===== src/rtl/tri_driver.sv =====
// tri_driver: initiator for the TRIANGLE side-length protocol.
// Takes one request (three side lengths) over valid/ready, serialises it onto
// in_valid/in_length, collects the three out_cos beats plus out_tri and hands
// them back as a single parallel response with an error flag.
// Optional feature: define TRI_TIMEOUT_EN to bound the wait for the first
// result beat to TIMEOUT cycles.
module tri_driver #(
    parameter int unsigned GAP     = 1,
    parameter int unsigned TIMEOUT = 1024
) (
    input  logic        clk,
    input  logic        rst,
    input  logic        req_valid,
    output logic        req_ready,
    input  logic [7:0]  req_a,
    input  logic [7:0]  req_b,
    input  logic [7:0]  req_c,
    output logic        in_valid,
    output logic [7:0]  in_length,
    input  logic        out_valid,
    input  logic [15:0] out_cos,
    input  logic [1:0]  out_tri,
    output logic        rsp_valid,
    input  logic        rsp_ready,
    output logic [15:0] rsp_cos0,
    output logic [15:0] rsp_cos1,
    output logic [15:0] rsp_cos2,
    output logic [1:0]  rsp_tri,
    output logic        rsp_err,
    output logic        busy
);

    typedef enum logic [2:0] {
        StIdle,
        StSend0,
        StSend1,
        StSend2,
        StWait,
        StRecv1,
        StRecv2,
        StResp
    } state_t;

    // Gap counter only needs to count up to GAP-1; one spare bit keeps GAP=0/1 legal.
    localparam int unsigned GW = $clog2(GAP + 1) + 1;
    localparam logic [GW-1:0] GAP_LAST = GW'(GAP - 1);

`ifdef TRI_TIMEOUT_EN
    localparam int unsigned TW = (TIMEOUT > 1) ? $clog2(TIMEOUT) : 1;
    localparam logic [TW-1:0] TIMEOUT_LAST = TW'(TIMEOUT - 1);
    logic [TW-1:0] wait_cnt;
`else
    logic unused_timeout;
    assign unused_timeout = (TIMEOUT != 0);
`endif

    state_t        state;
    logic [GW-1:0] gap_cnt;
    // Set once a response has been consumed; right after reset the gap is skipped.
    logic          gap_arm;
    logic [7:0]    len_b;
    logic [7:0]    len_c;

    // Single-process FSM: state, counters and every output are registered here.
    always_ff @(posedge clk) begin
        if (rst) begin
            state     <= StIdle;
            gap_cnt   <= '0;
            gap_arm   <= 1'b0;
            len_b     <= '0;
            len_c     <= '0;
            req_ready <= 1'b0;
            in_valid  <= 1'b0;
            in_length <= '0;
            rsp_valid <= 1'b0;
            rsp_cos0  <= '0;
            rsp_cos1  <= '0;
            rsp_cos2  <= '0;
            rsp_tri   <= '0;
            rsp_err   <= 1'b0;
            busy      <= 1'b0;
`ifdef TRI_TIMEOUT_EN
            wait_cnt  <= '0;
`endif
        end else begin
            unique case (state)
                StIdle: begin
                    if (req_ready) begin
                        if (req_valid) begin
                            req_ready <= 1'b0;
                            busy      <= 1'b1;
                            in_valid  <= 1'b1;
                            in_length <= req_a;
                            len_b     <= req_b;
                            len_c     <= req_c;
                            // Clear captures so an aborted reply never shows stale data.
                            rsp_cos0  <= '0;
                            rsp_cos1  <= '0;
                            rsp_cos2  <= '0;
                            rsp_tri   <= '0;
                            rsp_err   <= 1'b0;
                            state     <= StSend0;
                        end
                    end else if (!gap_arm || gap_cnt == GAP_LAST) begin
                        req_ready <= 1'b1;
                    end else begin
                        gap_cnt <= gap_cnt + GW'(1);
                    end
                end
                StSend0: begin
                    in_length <= len_b;
                    state     <= StSend1;
                end
                StSend1: begin
                    in_length <= len_c;
                    state     <= StSend2;
                end
                StSend2: begin
                    in_valid  <= 1'b0;
                    in_length <= '0;
`ifdef TRI_TIMEOUT_EN
                    wait_cnt  <= '0;
`endif
                    state     <= StWait;
                end
                StWait: begin
                    // A beat arriving on the final allowed cycle wins over the timeout.
                    if (out_valid) begin
                        rsp_cos0 <= out_cos;
                        rsp_tri  <= out_tri;
                        state    <= StRecv1;
                    end
`ifdef TRI_TIMEOUT_EN
                    else if (wait_cnt == TIMEOUT_LAST) begin
                        rsp_err   <= 1'b1;
                        rsp_valid <= 1'b1;
                        state     <= StResp;
                    end else begin
                        wait_cnt <= wait_cnt + TW'(1);
                    end
`endif
                end
                StRecv1: begin
                    if (out_valid) begin
                        rsp_cos1 <= out_cos;
                        state    <= StRecv2;
                    end else begin
                        rsp_err   <= 1'b1;
                        rsp_valid <= 1'b1;
                        state     <= StResp;
                    end
                end
                StRecv2: begin
                    if (out_valid) begin
                        rsp_cos2 <= out_cos;
                    end else begin
                        rsp_err <= 1'b1;
                    end
                    rsp_valid <= 1'b1;
                    state     <= StResp;
                end
                StResp: begin
                    if (rsp_ready) begin
                        rsp_valid <= 1'b0;
                        busy      <= 1'b0;
                        gap_cnt   <= '0;
                        gap_arm   <= 1'b1;
                        req_ready <= (GAP == 0);
                        state     <= StIdle;
                    end
                end
                default: begin
                    state <= StIdle;
                end
            endcase
        end
    end

endmodule


===== config.mk =====
export PLATFORM = sky130hd
export DESIGN_NAME = tri_driver
export DESIGN_NICKNAME = d
export VERILOG_FILES = /design/src/rtl/tri_driver.sv
export SDC_FILE = /design/constraint.sdc
export NUM_CORES = 1
export LEC_CHECK = 0
export CORE_MARGIN = 8
export CORE_UTILIZATION = 35
export CTS_CLUSTER_DIAMETER = 60
export DETAILED_ROUTE_END_ITERATION = 8
export PLACE_DENSITY_LB_ADDON = 0.08
export RECOVER_POWER = 25
export SLEW_MARGIN = 20
export SYNTH_ARGS = -nofsm -noshare
export SYNTH_HDL_FRONTEND = slang
export SYNTH_SLANG_ARGS = --single-unit

===== constraint.sdc =====
create_clock -name clk -period 2.1 [get_ports clk]
set_clock_uncertainty 0.05 [all_clocks]
set_input_delay 0.42 -clock clk [delete_from_list [all_inputs] [get_ports clk]]
set_output_delay 0.42 -clock clk [all_outputs]
set_load 0.005 [all_outputs]

# Yosys cells after proc, flatten, opt, wreduce, memory -nomap -nowiden

Cells that the tools add are included.

Register bits after elaboration: 85
Output and inout port bits: 63

Muxes and demuxes: 37
Equality and inequality tests: 17
$add $sub $neg: 1
Reduce and logical (&&, ||, !) cells: 26

Operators by type and width:

| cell                                                                   | count |
|---|---|
| 16-bit one-hot mux with 2 select lines                                 | 3 |
| 16-bit 2-to-1 mux                                                      | 3 |
| 8-bit one-hot mux with 4 select lines                                  | 1 |
| 4-bit AND reduction                                                    | 7 |
| 3-bit one-hot mux with 8 select lines                                  | 1 |
| 2-bit != test (second input constant)                                  | 10 |
| 8-bit 2-to-1 mux                                                       | 2 |
| 3-bit equality test (second input constant)                            | 4 |
| 2-bit 2-to-1 mux                                                       | 6 |
| 3-bit 2-to-1 mux                                                       | 4 |
| 3-bit AND reduction                                                    | 4 |
| 2-bit nonzero test                                                     | 6 |
| 1-bit 2-to-1 mux                                                       | 10 |
| 1-bit one-hot mux with 2 select lines                                  | 4 |
| 2-bit one-hot mux with 2 select lines                                  | 2 |
| 3-bit by 2-bit equality test with 1-bit output (second input constant) | 2 |
| 2-bit AND reduction                                                    | 2 |
| 4-bit nonzero test                                                     | 1 |
| 3-bit by 1-bit equality test with 1-bit output (second input constant) | 1 |
| 3-bit zero test                                                        | 1 |
| 1-bit one-hot mux with 3 select lines                                  | 1 |
| 3-bit nonzero test                                                     | 1 |
| 2-bit by 1-bit adder with 2-bit output (second input constant)         | 1 |
| 2-bit zero test                                                        | 1 |
| other kinds (3)                                                        | 3 |

# Longest topological paths before layout

Depth after elaboration: 5
Mapped depth: 9
Mapped depth without buffers: 6

# Worst setup path after synthesis

OpenSTA, ideal clock, no wires.

Path type: flip-flop to flip-flop
Start: register state[0]
End: register state[0]
Path buffers: 1
Setup time: 0.116 ns
Data arrival time: 1.595 ns
Setup slack: 0.338 ns
Data required time: 1.934 ns
Cell stages (with the launch flop): 8
Cells stage by stage: dfxtp_1 > inv_1 > ha_1 > buf_6 > nor2b_4 > and2_4 > or4_1 > o211a_1

Word-level cells in the longest chain between the ends: 3
Elaborated cells between the ends (all ways): 14

Ends and longest elaborated chain:

| element                                                | line | RTL |
|---|---|---|
| start: declaration                                     | 57   | `state_t state;` |
| start signal: assignment                               | 67   | `state <= StIdle;` |
| start signal: assignment                               | 102  | `state <= StSend0;` |
| start signal: assignment                               | 112  | `state <= StSend1;` |
| 3-bit equality test or 3-bit zero test (tied branches) | 86   | `unique case (state)` |
| 2-bit != test (no source line)                         | -    |  |
| 4-bit AND reduction (no source line)                   | -    |  |

Several ways; a longest one is shown, not always the timed one.
A chain may end at the register's enable or synchronous reset.

# Final worst setup path

Start: register state[0]
End: register in_length[2]

Word-level cells in the longest chain between the ends: 3
Elaborated cells between the ends (all ways): 9

Ends and longest elaborated chain:

| element                                                                | line | RTL |
|---|---|---|
| 3-bit by 2-bit equality test with 1-bit output (tied with other cells) | 86   |  |
| 4-bit nonzero test (no source line) or 2-bit != test (tied branches)   | -    |  |
| 3-bit AND reduction (no source line)                                   | -    |  |
| end signal: assignment                                                 | 93   | `in_length <= req_a;` |
| end signal: assignment                                                 | 111  | `in_length <= len_b;` |
| end signal: assignment                                                 | 115  | `in_length <= len_c;` |
| end: declaration                                                       | 19   | `output logic [7:0] in_length,` |

Several ways; a longest one is shown, not always the timed one.

==> metrics.log <==
INFO  metric ys_async_sr_fraction = 0%
INFO  metric floorplan.rows = 37
INFO  metric place_hpwl = 7.57 mm
INFO  metric number_of_nets_in_the_synthesized_netlist = between 400 and 500
INFO  metric max_cap_viol_count = 0
INFO  metric outcome = finished, final reports clean
INFO  metric die_w = between 100 and 150 µm
INFO  metric period_share = 90.9%
INFO  metric floorplan.core_area = roughly 10000 µm²
INFO  metric final-max-slew-violation-count = 0
INFO  metric detail_route.wirelength = about 11 mm
INFO  metric synth_flop_cell = sky130_fd_sc_hd__dfxtp_1
INFO  metric cts-buffers-inserted = 9
INFO  metric crit_path_start_kind = flip-flop
INFO  metric clock_power_share = between 20% and 30%
INFO  metric worst_path_largest_cell_delay = between 0.5 and 0.6 ns
INFO  metric first_pass_grt_wire_length = between 15 and 20 mm
INFO  metric wl_per_cell = 16.5 µm
INFO  metric worstPathMaxFanout = 16
INFO  metric viasPerCell = about 4.9
INFO  metric cts.reportedPaths.clkPinSlew = 0.08 ns
INFO  metric gpl.final_weighted_congestion = between 0.7 and 0.8
INFO  metric hold_slack = 0.404 ns
INFO  metric areaGrowthSynthToFinish = 35.7%
INFO  metric layout_filler_cell_count = ~1000
INFO  metric final.setup.worst_slack = 0.191 ns
INFO  metric holdBufCountCts = 0
INFO  metric combinationalPowerShare = 33.3%
INFO  metric sequential_cell_area = 1700 µm²
INFO  metric finalPower = 4.58 mW
INFO  metric synth_enable_flop_cells = 0
INFO  metric setup_repair_after_global_routing_missed_its_margin = no
INFO  metric cell_chain_critical_path = ha_1, nor3_2, o31ai_4, o211ai_1, o211a_1
INFO  metric avgSynthCellArea = slightly above 9 µm²
INFO  metric globalRoute.totalOverflow = 0
INFO  metric path_class = flip-flop to flip-flop
INFO  metric switching_power = approximately 1.6 mW
INFO  metric n_antenna_cell = 0
INFO  metric post-route-drc-count = 0
INFO  metric global_route.usage.total = 15.0%
INFO  metric ctsRootBufferMaster = sky130_fd_sc_hd__clkbuf_8
INFO  metric grt_max_degree = 32
INFO  metric yosysSeqAreaShare = between 40% and 50%
INFO  metric detailed_router_s_first_iteration_violation_count = between 150 and 200
INFO  metric power.density_cell_area = roughly 910 nW/µm²
INFO  metric detailedRoute.firstPassIterationCount = 4
INFO  metric p_int = approximately 3 mW
INFO  metric die_area = 14200 µm²
INFO  metric switching_share_of_power = between 30% and 40%
INFO  metric floorplan.die.height = 119 µm
INFO  metric antenna_found_initial = 0
INFO  metric setup_violations = 0
INFO  metric placement.io_buffers = approximately 110
INFO  metric vias_in_the_first_global_route = 3272
INFO  metric netlist_area_pre_place = about 3700 µm²
INFO  metric hold_path.class = flip-flop to flip-flop
INFO  metric critical_path_arrival = 2.10 ns
INFO  metric ys_ff_latch = between 80 and 90
INFO  metric clk-insertion-delay-late = approximately 0.35 ns
INFO  metric critPathSlowestCell = sky130_fd_sc_hd__o31ai_4
INFO  metric post_synth_inst_count = 409
INFO  metric irDropWorstVdd = roughly 0.00037 V
INFO  metric design.portCount = 110
INFO  metric fmax = 524 MHz
INFO  metric worstMarginPinSlew = about 0.63 ns
INFO  metric postRouteAntennaNets = 0
INFO  metric vias = roughly 3200
INFO  metric worst_setup_path_end_kind = flip-flop
INFO  metric totalNegativeSetupSlack = 0 ns
INFO  metric final.min_clock_period = about 1.9 ns
INFO  metric drive_above_1_share = 16.4%
INFO  metric power_frac_seq = approximately 41%
INFO  metric multi_input_comb_area = around 1700 µm²
INFO  metric dp_worst_setup_slack = between 0.02 and 0.025 ns
INFO  metric cts_tree = done
INFO  metric tritoncts_num_sinks = 85
INFO  metric synth_cell_types = 48
INFO  metric final_hold_vios = 0
INFO  metric timing.critical_path.required = 2.30 ns
INFO  metric initial_core_util = 35.9%
INFO  metric synth-warning-count = 0
INFO  metric number_of_nets_in_the_final_layout = 559
INFO  metric cellLeakagePower = between 1.5 and 2 nW
INFO  metric cts-htree-levels = 3
INFO  metric clk_path_buf_depth = 2
INFO  metric slew_headroom = between 50% and 60%
-- worst max-delay path: cells and delay by family (launching register included) --
kind	cells	cell delay, ns
fa+ha+maj	1	0.34
simple gates	1	0.13
flops	1	0.39
compound gates	3	0.89
-- what timing repair did --
item                                    4_1_cts  5_1_grt
endpoints found under the setup margin        0       23
endpoints found under the hold margin         0        0
gates resized for setup                       0        2
buffers inserted                              0        0
-- final timing paths --
path	from	endpoint	slack (ns)	depth (start not counted)
worst max-delay path	state[0]$_SDFFE_PP0P_	in_length[2]$_SDFFE_PP0P_	0.19	5
worst min-delay path	gap_cnt[1]$_SDFFE_PP0P_	gap_cnt[1]$_SDFFE_PP0P_	0.40	2
worst max register to register	state[0]$_SDFFE_PP0P_	in_length[2]$_SDFFE_PP0P_	0.19	5
worst min register to register	gap_cnt[1]$_SDFFE_PP0P_	gap_cnt[1]$_SDFFE_PP0P_	0.40	2
-- sequential cells by signal, indices dropped and copies added, names as in the netlist --
register and count:
rsp_cos0 16, rsp_valid 1, in_valid 1, len_c 8, rsp_cos1 16, rsp_err 1, rsp_tri 2, gap_cnt 2
state 3, rsp_cos2 16, len_b 8, req_ready 1, busy 1, gap_arm 1, in_length 8
-- cell type report --
cell class | count | area share, %
clock buffer | 11 | 2.81
clock inverter | 5 | 1.17
inverter | 7 | 0.522
multi-input combinational | 282 | 34.6
sequential | 85 | 33.8
tap | 136 | 3.38
timing repair buffer | 122 | 23.7
-- per-layer routing --
metal	share of wire, %	GRT usage (%)	vias to the layer above
met5	0	0	-
met4	1.2	4.58	0
met3	7.6	6.09	11
met2	47	24.5	86
met1	44	17.7	1493
li1	-	-	1606
-- power groups by stage --
stage	combinational, mW	clock (mW)	sequential, mW
after floorplan	1.12	0	1.90
after global placement	1.51	0	1.90
after detailed placement	1.54	0	1.91
after CTS	1.54	1.23	1.87
after global routing	1.68	1.29	1.89
final	1.52	1.19	1.87
-- stage by stage --
step                      area [µm²]  cells  utilization [%]
final                           5030    648             48.8
after global routing            5030    648             48.8
after CTS                       5030    648             48.8
after detailed placement        4830    632             46.8
after global placement          4830    632             46.8
after floorplan                 3710    409                -
-- synthesized netlist by cell type (2+ instances only) --
cell                       number  area (µm²)
sky130_fd_sc_hd__buf_4          4        30.0
sky130_fd_sc_hd__nand4b_1       2        17.5
sky130_fd_sc_hd__dfxtp_1       85        1700
sky130_fd_sc_hd__a211oi_2       2        25.0
sky130_fd_sc_hd__nor2b_1        3        18.8
sky130_fd_sc_hd__mux2i_1        2        20.0
sky130_fd_sc_hd__buf_2         12        60.1
sky130_fd_sc_hd__a22oi_2       10         125
sky130_fd_sc_hd__a21oi_2       10        87.6
sky130_fd_sc_hd__o21ai_0        3        15.0
sky130_fd_sc_hd__o211a_1        2        20.0
sky130_fd_sc_hd__ha_1           5        62.6
sky130_fd_sc_hd__nor2_2        10        62.6
sky130_fd_sc_hd__a21oi_1       50         250
sky130_fd_sc_hd__buf_12         2        40.0
sky130_fd_sc_hd__nor2_1        29         109
sky130_fd_sc_hd__nor2b_4        2        27.5
sky130_fd_sc_hd__o31a_1         2        17.5
sky130_fd_sc_hd__inv_1          7        26.3
sky130_fd_sc_hd__nand2_1       71         267
sky130_fd_sc_hd__nand3_2       10         100
sky130_fd_sc_hd__a211oi_1       7        52.6
sky130_fd_sc_hd__a22oi_1       16         120
sky130_fd_sc_hd__and2_1         2        12.5
sky130_fd_sc_hd__nand3_1       23         115
sky130_fd_sc_hd__clkbuf_1      10        37.5
sky130_fd_sc_hd__o211ai_1       2        15.0
sky130_fd_sc_hd__buf_6          5        56.3
sky130_fd_sc_hd__and2_4         2        17.5
-- placed cells by master (no fill, tap or decap), types with 12 or more instances in the layout --
cell type                         count
sky130_fd_sc_hd__clkdlybuf4s50_1    108
sky130_fd_sc_hd__dfxtp_1             85
sky130_fd_sc_hd__nand2_1             71
sky130_fd_sc_hd__a21oi_1             50
sky130_fd_sc_hd__nor2_1              29
sky130_fd_sc_hd__nand3_1             23
sky130_fd_sc_hd__a22oi_1             16
sky130_fd_sc_hd__buf_4               12
-- kinds of logic after synthesis --
family | Yosys count | synth area share [%]
AO/OA/AOI/OAI | 110 | 21.8
buffers and inverters | 42 | 7.29
AND/OR/NAND/NOR | 165 | 22.8
adder cells (fa/ha/maj) | 5 | 1.69
flip-flops | 85 | 45.9
multiplexers | 2 | 0.540
Power figures use the tool's default switching activity.
